<file path="src/rtl/psum_delay_reader.sv">
// Read side of the partial-sum delay buffer: circular BRAM delay line with valid/ready and row-end flush.
// Optional macro PSUM_DELAY_ZERO_FILL_EN: emit forced-zero words during FILL (zero-initialised delay line).
//
// state | meaning
// IDLE  | nothing stored, waiting for first accept
// FILL  | 0 < o_count < RAM_DEPTH, priming the delay line
// RUN   | o_count == RAM_DEPTH, each accept returns the word from RAM_DEPTH accepts ago
// DRAIN | flush in progress, emitting stored words oldest-first
module psum_delay_reader #(
  parameter int RAM_WIDTH = 48,
  parameter int RAM_DEPTH = 16
) (
  input  logic                               i_clk,
  input  logic                               i_rst,
  input  logic                               i_valid,
  output logic                               o_ready,
  input  logic [RAM_WIDTH-1:0]               i_data,
  input  logic                               i_flush,
  output logic                               o_valid,
  input  logic                               i_ready,
  output logic [RAM_WIDTH-1:0]               o_data,
  output logic [$clog2(RAM_DEPTH+1)-1:0]     o_count,
  output logic                               o_busy
);

  localparam int CNT_W = $clog2(RAM_DEPTH + 1);
  localparam int PTR_W = (RAM_DEPTH > 1) ? $clog2(RAM_DEPTH) : 1;
`ifdef PSUM_DELAY_ZERO_FILL_EN
  localparam bit ZERO_FILL = 1'b1;
`else
  localparam bit ZERO_FILL = 1'b0;
`endif

  typedef enum logic [1:0] {IDLE, FILL, RUN, DRAIN} state_t;

  state_t               state, state_n;
  logic [PTR_W-1:0]     wr_ptr, wr_n, rd_ptr, rd_n, rd_addr;
  logic [CNT_W-1:0]     cnt_n;
  logic [CNT_W:0]       wr_ext, cnt_ext, base_ext;
  logic                 accept, out_free, load, load_zero;
  logic [RAM_WIDTH-1:0] mem [RAM_DEPTH];

  assign o_ready  = i_ready & (state != DRAIN);
  assign o_busy   = (state == DRAIN);
  assign accept   = i_valid & o_ready;
  assign out_free = ~o_valid | i_ready;

  always_ff @(posedge i_clk) begin
    if (i_rst) begin
      state   <= IDLE;
      wr_ptr  <= '0;
      rd_ptr  <= '0;
      o_count <= '0;
    end else begin
      state   <= state_n;
      wr_ptr  <= wr_n;
      rd_ptr  <= rd_n;
      o_count <= cnt_n;
    end
  end

  always_comb begin
    state_n   = state;
    wr_n      = wr_ptr;
    rd_n      = rd_ptr;
    cnt_n     = o_count;
    load      = 1'b0;
    load_zero = 1'b0;
    rd_addr   = wr_ptr;
    wr_ext    = '0;
    cnt_ext   = '0;
    base_ext  = '0;
    if (accept)
      wr_n = (wr_ptr == PTR_W'(RAM_DEPTH - 1)) ? '0 : wr_ptr + 1'b1;
    case (state)
      IDLE: begin
        if (accept) begin
          cnt_n     = CNT_W'(1);
          state_n   = FILL;
          load      = ZERO_FILL;
          load_zero = ZERO_FILL;
        end
      end
      FILL: begin
        if (accept) begin
          cnt_n     = o_count + 1'b1;
          load      = ZERO_FILL;
          load_zero = ZERO_FILL;
          if (cnt_n == CNT_W'(RAM_DEPTH))
            state_n = RUN;
        end
        if (i_flush)
          state_n = DRAIN;
      end
      RUN: begin
        load = accept;
        if (i_flush)
          state_n = DRAIN;
      end
      DRAIN: begin
        rd_addr = rd_ptr;
        if (out_free) begin
          if (o_count != '0) begin
            load  = 1'b1;
            cnt_n = o_count - 1'b1;
            rd_n  = (rd_ptr == PTR_W'(RAM_DEPTH - 1)) ? '0 : rd_ptr + 1'b1;
          end else begin
            state_n = IDLE;
          end
        end
      end
      default: state_n = IDLE;
    endcase
    // Oldest stored word sits o_count slots behind the post-write pointer.
    if ((state == FILL || state == RUN) && i_flush) begin
      wr_ext   = (CNT_W+1)'(wr_n);
      cnt_ext  = (CNT_W+1)'(cnt_n);
      base_ext = (wr_ext >= cnt_ext) ? wr_ext - cnt_ext
                                     : wr_ext + (CNT_W+1)'(RAM_DEPTH) - cnt_ext;
      rd_n     = PTR_W'(base_ext);
    end
  end

  always_ff @(posedge i_clk) begin
    if (i_rst) begin
      o_valid <= 1'b0;
      o_data  <= '0;
    end else if (load) begin
      o_valid <= 1'b1;
      o_data  <= load_zero ? '0 : mem[rd_addr];
    end else if (i_ready) begin
      o_valid <= 1'b0;
    end
  end

  // Read of mem[wr_ptr] above sees the old word: read-before-write.
  always_ff @(posedge i_clk) begin
    if (accept)
      mem[wr_ptr] <= i_data;
  end

endmodule

</file>
<file path="config.mk">
export PLATFORM = sky130hd
export DESIGN_NAME = psum_delay_reader
export DESIGN_NICKNAME = d
export VERILOG_FILES = /design/src/rtl/psum_delay_reader.sv
export SDC_FILE = /design/constraint.sdc
export NUM_CORES = 1
export LEC_CHECK = 0
export CAP_MARGIN = 20
export CELL_PAD_IN_SITES_DETAIL_PLACEMENT = 1
export CELL_PAD_IN_SITES_GLOBAL_PLACEMENT = 2
export CORE_ASPECT_RATIO = 0.9
export CORE_MARGIN = 8
export CORE_UTILIZATION = 40
export DETAILED_ROUTE_END_ITERATION = 10
export PLACE_DENSITY = 0.75
export SKIP_LAST_GASP = 1
export SLEW_MARGIN = 25
export SYNTH_ARGS = -nofsm -noshare
export SYNTH_HDL_FRONTEND = slang
export SYNTH_SLANG_ARGS = --single-unit
export TNS_END_PERCENT = 50
</file>
<file path="constraint.sdc">
create_clock -name i_clk -period 11.8 [get_ports i_clk]
set_clock_uncertainty 0.2 [all_clocks]
set_input_delay 2.36 -clock i_clk [delete_from_list [all_inputs] [get_ports i_clk]]
set_output_delay 2.36 -clock i_clk [all_outputs]
set_load 0.005 [all_outputs]
</file>
* After elaboration in Yosys (flattened, before gate mapping) *
Memories as Yosys holds them, arrays and structs flattened. A register that Yosys moved wholly into a read port is not among the register bits.
Cells that the tools add are included.

word-level totals
  flip-flop bits (word level) = 16
  bits in latches = 0
  memory bits (writable) = 768
  memory bits (read-only) = 0
  input port bits = 53
  output and inout port bits = 56
  word-level logic and storage cells = 71
  memories = 1

memories
  memory  words  width  rd ports  clocked after Yosys merged registers in  write ports  line  RTL
  mem     16     48     1         1                                        1            41    logic [RAM_WIDTH-1:0] mem [RAM_DEPTH];

cells by class
  add/sub/neg operators = 7
  multipliers = 0
  divide/modulo/power cells = 0
  order comparisons = 1
  equality and inequality tests = 13
  shift-type cells = 0
  muxes and demuxes = 29
  bitwise operators = 4
  reduce and logical (&&, ||, !) cells = 11

operator list
  operator                                                            number
  4-bit two-way mux                                                   9
  5-bit two-way mux                                                   4
  5-bit case mux with 3 select lines                                  1
  2-bit two-way mux                                                   7
  4-bit by 1-bit adder with 4-bit output, second input constant       3
  4-bit == test, second input constant                                2
  2-bit inequality test, second input constant                        4
  2-bit case mux with 4 select lines                                  1
  2-bit nonzero test                                                  4
  4-bit subtractor                                                    2
  1-bit two-way mux                                                   6
  3-bit inequality test, second input constant                        2
  6-bit AND reduction                                                 1
  5-bit by 1-bit adder with 5-bit output, second input constant       1
  5-bit == test, second input constant                                1
  4-bit by 5-bit greater-or-equal comparator with 1-bit output        1
  5-bit nonzero test                                                  1
  5-bit by 1-bit subtractor with 5-bit output, second input constant  1
  2-bit == test, second input constant                                2
  1-bit case mux with 3 select lines                                  1
  3-bit AND reduction                                                 1
  1-bit AND                                                           2
  2-bit by 1-bit == test with 1-bit output, second input constant     1
  2-bit logical NOT                                                   1
  6 further kinds                                                     6

* Logic depth before layout (Yosys ltp) *
Gate-level depths: netlist of the first run.

  word-level depth = 8
  mapped depth = 15
  depth with buffers taken out = 14

* Worst setup path after synthesis of the first run *
Ideal clock, no wire load.

  path type = input -> register
  start = input i_valid
  end = memory mem[3][0] (enable)
  arrival = 6.339 ns
  data required time = 11.087 ns
  path slack = 4.749 ns
  stages = 4
  cells stage by stage = and3b_1 -> clkbuf_1 -> nand2_1 -> nor3_1

on the way
  word-level cells in the longest chain between the ends = 3

ends and longest elaborated chain
  item                                     line  RTL
  start: declaration                       15    input logic i_valid,
  1-bit AND                                45    assign accept = i_valid & o_ready;
  1-bit two-way mux                        138   if (accept)
  1-bit two-way mux (not written as such)  139   mem[wr_ptr] <= i_data;
  end: declaration                         41

No other way between the ends.

* Worst setup path in the final report of the first run *
  start = input i_ready
  end = output o_ready

on the way
  word-level cells in the longest chain between the ends = 1

ends and longest elaborated chain
  item                line  RTL
  start: declaration  20    input logic i_ready,
  1-bit AND           43    assign o_ready = i_ready & (state != DRAIN);
  end: declaration    16    output logic o_ready,

No other way between the ends.

==> key figures, run 1 <==
Pwr
  – Internal Power: 5160 uW
  – Peak supply drop: 0.0924 mV
  – NetSw: 1590 uW
  – Pwr/cell area: 179 nW/um2
  – Switching Share: 0.236
  – Combinational share of power: 0.096
  – Sequential fraction of design power: 0.492
  – Clk pwr share: 0.412
  – Leak: around 0.013 uW
  – Power, Total: 6750 uW

Routing
  – DRC Markers: 0
  – Via/cell ratio: roughly 5.6
  – WL/cell: about 27 um
  – Drt first pass iters: 5
  – Via Count: between 15k and 20k
  – Met2 routed wirelength: 43.7 mm
  – Detailed Route Iter0 Violations: 1,406
  – Antenna viol nets, final: 0
  – Met3 Routed Length: ~4.4 mm
  – Met1 WL: 39.0 mm
  – DRT Wirelength: 89.4 mm
  – Max Used Layer: met5

Floorplan
  – Die height: 287 um
  – Die X: 317 um
  – Die area: 91,100 um2
  – Core ar.: 81,000 um2
  – Initial Util: 0.403
  – I/O Pins: 109
  – Rows: 99

Final layout
  – Final instance area: 37,800 um2
  – Most frequent cells in the layout: edfxtp_1, nand2_1, mux2i_1, a21oi_1, clkdlybuf4s50_1
  – Layout cell share with drive strength beyond 1: 0.113
  – Multi-input gate area: 7730 um2
  – Nets: 2,280
  – Area growth from synthesis to layout: 15.8%
  – # fillers: between 7k and 8k
  – Finished Layout Cells: about 3.3k
  – Most common cell after layout, fill and taps aside: edfxtp_1
  – Register Area: 24,300 um2

Critical path
  – CP max FO: 4
  – Crit. End Element: output pin
  – Data arrival, critical path: 3.52 ns
  – Critical Path RT: 9.24 ns
  – CP Class: in2out
  – Startpoint Class: input port

Yosys
  – Avg Inst Size Synth: between 15 and 20 um2
  – Mapped Cells: around 2.1k
  – Post-synth cell types: between 50 and 60
  – Sequential fraction of the synthesis area: 0.745
  – Mapped Area: around 33,000 um2
  – Synth warnings: 0
  – Synth async-reset ratio: 0
  – Number of flops mapped to enable cells by yosys: 768
  – Top_reg_cell synth: edfxtp_1
  – Synth Register Bits: between 800 and 900
  – Synth Net Count: 2,163

Timing
  – Setup violators final: 0
  – Slew HR: 0.329
  – Final Hold Vio Count: 0
  – Fmax: 0.165 GHz
  – Final hold slack: 0.309 ns
  – Unrepaired setup endpoints after global routing: false
  – Period utilisation layout: 0.515
  – Worst slew pin tran: slightly above 1 ns
  – Minimum clock period after layout: 6.08 ns
  – Final slew viol count: 0
  – Fin Setup TNS: 0 ns

Clock network
  – H-Tree Depth: 3
  – Hold bufs inserted after CTS: 0
  – Clock buffer count from CTS: 88
  – Longest Clk Path Bufs: 3
  – Worst-path clk slew: 0.06 ns
  – Skew-Pair Late Insertion Delay: roughly 0.64 ns
  – TritonCTS clock tree: built
  – Post-CTS Resized: 0
  – Buffer count from post-CTS setup fixing: 0
  – Clock root buffer master: clkbuf_16
  – Sink Count: around 830

Hold path
  – Min-Delay Path Class: reg2reg

GRT
  – Total GRT Usage: 0.194
  – Initial antenna violation count: 7
  – First-pass GRT wire length: 132 mm
  – Gr ovfl total: 0
  – Largest net degree at the start of global routing: 167
  – Vias in the first global route: roughly 20k

Place
  – DP Area: 34,900 um2
  – Final HPWL from detailed placement: between 40 and 50 mm
  – Gpl congestion: 0.750
  – Buffers on Ports: 108
  – Post-Place Cells: 3,179

Run status
  – Status: completed

Job
  – Max Cap Violations: 0
==> through the flow <==
| stage | utilization | setup WS (ns) |
|---|---|---|
| after detailed placement | 0.431 | 5.60 |
| after global placement | 0.431 | 5.70 |
| after global routing | 0.467 | 5.68 |
| final | 0.467 | 5.72 |
| after CTS | 0.467 | 5.71 |
| after floorplan | - | 4.75 |
==> flip-flops by register name (all words and copies together) (netlist names) <==
signal / count
o_valid: 1
wr_ptr: 4
o_count: 5
o_data: 48
mem: 768
rd_ptr: 4
state: 2
==> synthesized netlist by cell type (all sizes together), types with 3 or more instances <==
cell     number  area (um2)
a2111oi      46         403
a211oi       47         353
a21o          3        22.5
a21oi       110         554
a22oi         3        22.5
a311oi        8        70.1
and2          3        18.8
and3          4        30.0
buf          63         531
clkbuf       61         229
dfxtp        64        1280
edfxtp      768       23100
ha           17         213
inv          12        45.0
mux2          4        48.8
mux2i       145        1470
mux4         51        1170
nand2       396        1490
nand2b        4        25.0
nand3       105         536
nor2         71         267
nor2b         6        37.5
nor3          7        35.0
o2111ai      48         420
o21ai        15        75.1
o41ai         4        35.0
xnor2         4        35.0
xor2          3        26.3
==> final cells by class <==
| type | instances | share of cell area |
|---|---|---|
| flip-flops and latches | 832 | 0.644 |
| multi-input cells | 1122 | 0.204 |
| clock buffers | 126 | 0.0666 |
| repair buffers | 151 | 0.0377 |
| well taps | 1060 | 0.0351 |
| clock inverters | 38 | 0.0108 |
| inverters | 14 | 0.00139 |
| diodes | 2 | 0.000132 |
==> logic make-up after synthesis <==
kind of cell               share of synthesized area
buffers and inverters                         0.0249
AOI/OAI and AO/OA                             0.0617
muxes                                         0.0822
and+or+nand+nor                               0.0770
xor gates and xnor gates                     0.00188
DFF                                            0.745
adders and majority gates                    0.00713
==> metal layers <==
| layer | track usage | up-vias |
|---|---|---|
| li1 | - | 8286 |
| met1 | 0.257 | 9933 |
| met2 | 0.328 | 475 |
| met3 | 0.0328 | 149 |
| met4 | 0.0571 | 6 |
| met5 | 0 | - |
==> worst max-delay path: stages <==
cell	delay, ns
clkdlybuf4s50_1	0.50
nor2b_1	0.13
clkdlybuf4s50_1	0.52
==> worst paths after layout <==
check | slack [ns] | cells past startpoint | from | to
worst max-delay path | 5.72 | 3 | i_ready | o_ready
worst max register to register | 6.48 | 9 | state[0] | o_data[40]
worst min-delay path | 0.31 | 2 | o_data[32] | o_data[32]
worst min register to register | 0.31 | 2 | o_data[32] | o_data[32]
==> power groups by stage <==
stage	clock, uW	sequential (uW)	combinational [uW]
after floorplan	0	3360	415
after global placement	0	3380	634
after detailed placement	0	3380	655
after CTS	2840	3320	658
after global routing	2930	3330	712
final	2780	3320	651
No activity file was read; power rests on OpenSTA's default activity.
==> run 2, diff against run 1 <==
==> constraint.sdc (replaced) <==
create_clock -name i_clk -period 6.3 [get_ports i_clk]
set_clock_uncertainty 0.2 [all_clocks]
set_input_delay 1.26 -clock i_clk [delete_from_list [all_inputs] [get_ports i_clk]]
set_output_delay 1.26 -clock i_clk [all_outputs]
set_load 0.005 [all_outputs]
==> run 2 against run 1 <==
Clock power is 88% higher. Sequential share of layout area is 0.48 points lower. Combinational power is 92% higher. Setup slack worse by 3.7 ns. Critical path depth is 4 higher. Global-route usage is 0.70 points higher. Sequential power is 88% higher. Hold slack worse by 0.00065 ns. Final cell count is 0.51% higher. Register-to-register slack worse by 4.4 ns. Power is 88% higher. Non-clock buffer count is 19 higher.
==> key figures, run 2 (synthesis gave the netlist of run 1 again) <==
Final layout
  – Most frequent cells in the layout: edfxtp_1, nand2_1, mux2i_1, a21oi_1, clkdlybuf4s50_1 (unchanged)
  – Final instance area: 38,100 um2 (was 37,800 um2)
  – Layout cell share with drive strength beyond 1: 0.118 (was 0.113)
  – Area growth from synthesis to layout: 16.6% (was 15.8%)
  – Largest registers: mem (768), o_data (48), o_count (5) (unchanged)
  – Most common cell after layout, fill and taps aside: edfxtp_1 (unchanged)
  – Most flop-heavy register: mem (unchanged)
  – Largest register FFs: 768 (unchanged)
  – Nets: 2,298 (was 2,280)

Timing
  – Setup violators final: 0 (unchanged)
  – Slew HR: 0.253 (was 0.329)
  – Minimum clock period after layout: 4.24 ns
  – Unrepaired setup endpoints after global routing: false (unchanged)
  – Fmax: ~0.24 GHz
  – Fin Setup TNS: 0 ns (unchanged)
  – Final Hold Vio Count: 0 (unchanged)
  – Final slew viol count: 0 (unchanged)
  – Worst slew pin tran: 1.12 ns (was 1.01 ns)
  – Period utilisation layout: 0.673
  – Final hold slack: 0.308 ns (was 0.309 ns)

Job
  – Max Cap Violations: 0 (unchanged)

Critical path
  – WP buf/inv: 2 (unchanged)
  – Slowest Stage Delay on Critical Path: 0.83 ns (was 0.52 ns)
  – Startpoint Class: register (was input port)
  – CP Class: reg2reg (was in2out)
  – Data arrival, critical path: 4.56 ns (was 3.52 ns)
  – CP max-delay cell: mux2i_4 (was clkdlybuf4s50_1)
  – Cell Chain, Critical Path: ha_1 > mux2i_4 > buf_4 > buf_4 > mux4_2 > a2111oi_0 > a211oi_1 (was clkdlybuf4s50_1 > nor2b_1 > clkdlybuf4s50_1)
  – Crit-path most repeated cell: buf_4 (was clkdlybuf4s50_1)
  – Critical Path RT: 6.62 ns (was 9.24 ns)
  – Crit path max-delay family: multiplexers (was buffers and inverters)
  – Crit. End Element: register (was output pin)
  – CP max FO: 27 (was 4)

Routing
  – Detailed Route Iter0 Violations: 1,757 (was 1,406)
  – Via/cell ratio: 5.70 (was 5.63)
  – Via Count: 19.2k (was 18.8k)
  – DRT Wirelength: 92.2 mm (was 89.4 mm)
  – WL/cell: 27.4 um (was 26.7 um)
  – Drt first pass iters: 5 (unchanged)
  – Antenna viol nets, final: 0 (unchanged)
  – DRC Markers: 0 (unchanged)

Clock network
  – Hold bufs inserted after CTS: 0 (unchanged)
  – Sink Count: 832 (unchanged)
  – TritonCTS clock tree: built (unchanged)
  – H-Tree Depth: 3 (unchanged)
  – Clock root buffer master: clkbuf_16 (unchanged)
  – Worst-path clk slew: 0.06 ns (about the same)
  – Longest Clk Path Bufs: 3 (unchanged)
  – Post-CTS Resized: 0 (unchanged)
  – Skew-Pair Late Insertion Delay: 0.66 ns (was 0.64 ns)
  – Buffer count from post-CTS setup fixing: 0 (unchanged)
  – Clock buffer count from CTS: 87 (was 88)

GRT
  – Gr ovfl total: 0 (unchanged)
  – Vias in the first global route: 20.3k (was 20.2k)
  – Largest net degree at the start of global routing: 92 (was 167)
  – Initial antenna violation count: 7 (unchanged)
  – First-pass GRT wire length: 136 mm (was 132 mm)
  – Total GRT Usage: 0.201 (was 0.194)

Pwr
  – Pwr/cell area: 333 nW/um2 (was 179 nW/um2)
  – Peak supply drop: 0.188 mV (was 0.0924 mV)
  – Leak: 0.0130 uW (was 0.0129 uW)

Hold path
  – Min-Delay Path Class: reg2reg (unchanged)

Floorplan
  – I/O Pins: 109 (unchanged)
  – Initial Util: 0.403 (unchanged)
  – Rows: 99 (unchanged)
  – Core ar.: 81,000 um2 (unchanged)
  – Die height: 287 um (unchanged)
  – Die X: 317 um (unchanged)
  – Die area: 91,100 um2 (unchanged)

Run status
  – Status: completed (unchanged)

Place
  – DP Area: 35,100 um2 (was 34,900 um2)
  – Final HPWL from detailed placement: 49.9 mm (was 46.1 mm)
  – Buffers on Ports: 108 (unchanged)
  – Gpl congestion: 0.749 (was 0.750)
run 2: area by class of cell:
cell class                      count  area, um2
Sequential cell                   832      24300
Multi-Input combinational cell   1122       7730
Timing Repair Buffer              170       1720
Inverter                           14       52.6
Fill cell                        7838      42900
Tap cell                         1060       1330
Antenna cell                        1       2.50
Clock inverter                     43        548
Clock buffer                      120       2370
run 2: metal layers:
layer  vias to the layer above  wire length [um]  GRT usage
li1                       8326                 -          -
met1                     10000             39500      0.265
met2                       581             44900      0.339
met3                       196              4920     0.0337
met4                        12              2790     0.0640
met5                         -                86          0
run 2: worst register-to-register path, stage by stage, from the launching register on:
cell	delay (ns)
dfxtp_1	0.42
ha_1	0.58
mux2i_4	0.83
buf_4	0.53
buf_4	0.38
mux4_2	0.55
a2111oi_0	0.48
a211oi_1	0.14
run 2: final timing paths:
check,startpoint,to,slack (ns),cells past startpoint
worst max-delay path,state[0],o_data[19],2.06,7
worst max register to register,state[0],o_data[19],2.06,7
worst min register to register,o_data[38],o_data[38],0.31,2
worst min-delay path,o_data[38],o_data[38],0.31,2
run 2: per-stage QoR:
step,utilization,setup slack (ns),power (uW),cells
global placement,0.433,1.70,7550,3194
global route,0.470,1.83,13100,3361
detailed placement,0.433,1.63,7590,3194
CTS,0.469,1.97,12800,3357
finish,0.470,2.06,12700,3362
floorplan,-,0.349,7080,2092
run 2: where the power goes:
group | leakage [uW] | switching, uW | internal [uW] | total (uW)
Sequential | 0.00744 | 105 | 6130 | 6230
Clock | 0.00142 | 2180 | 3030 | 5220
Combinational | 0.00415 | 769 | 482 | 1250
Total | 0.0130 | 3060 | 9640 | 12700
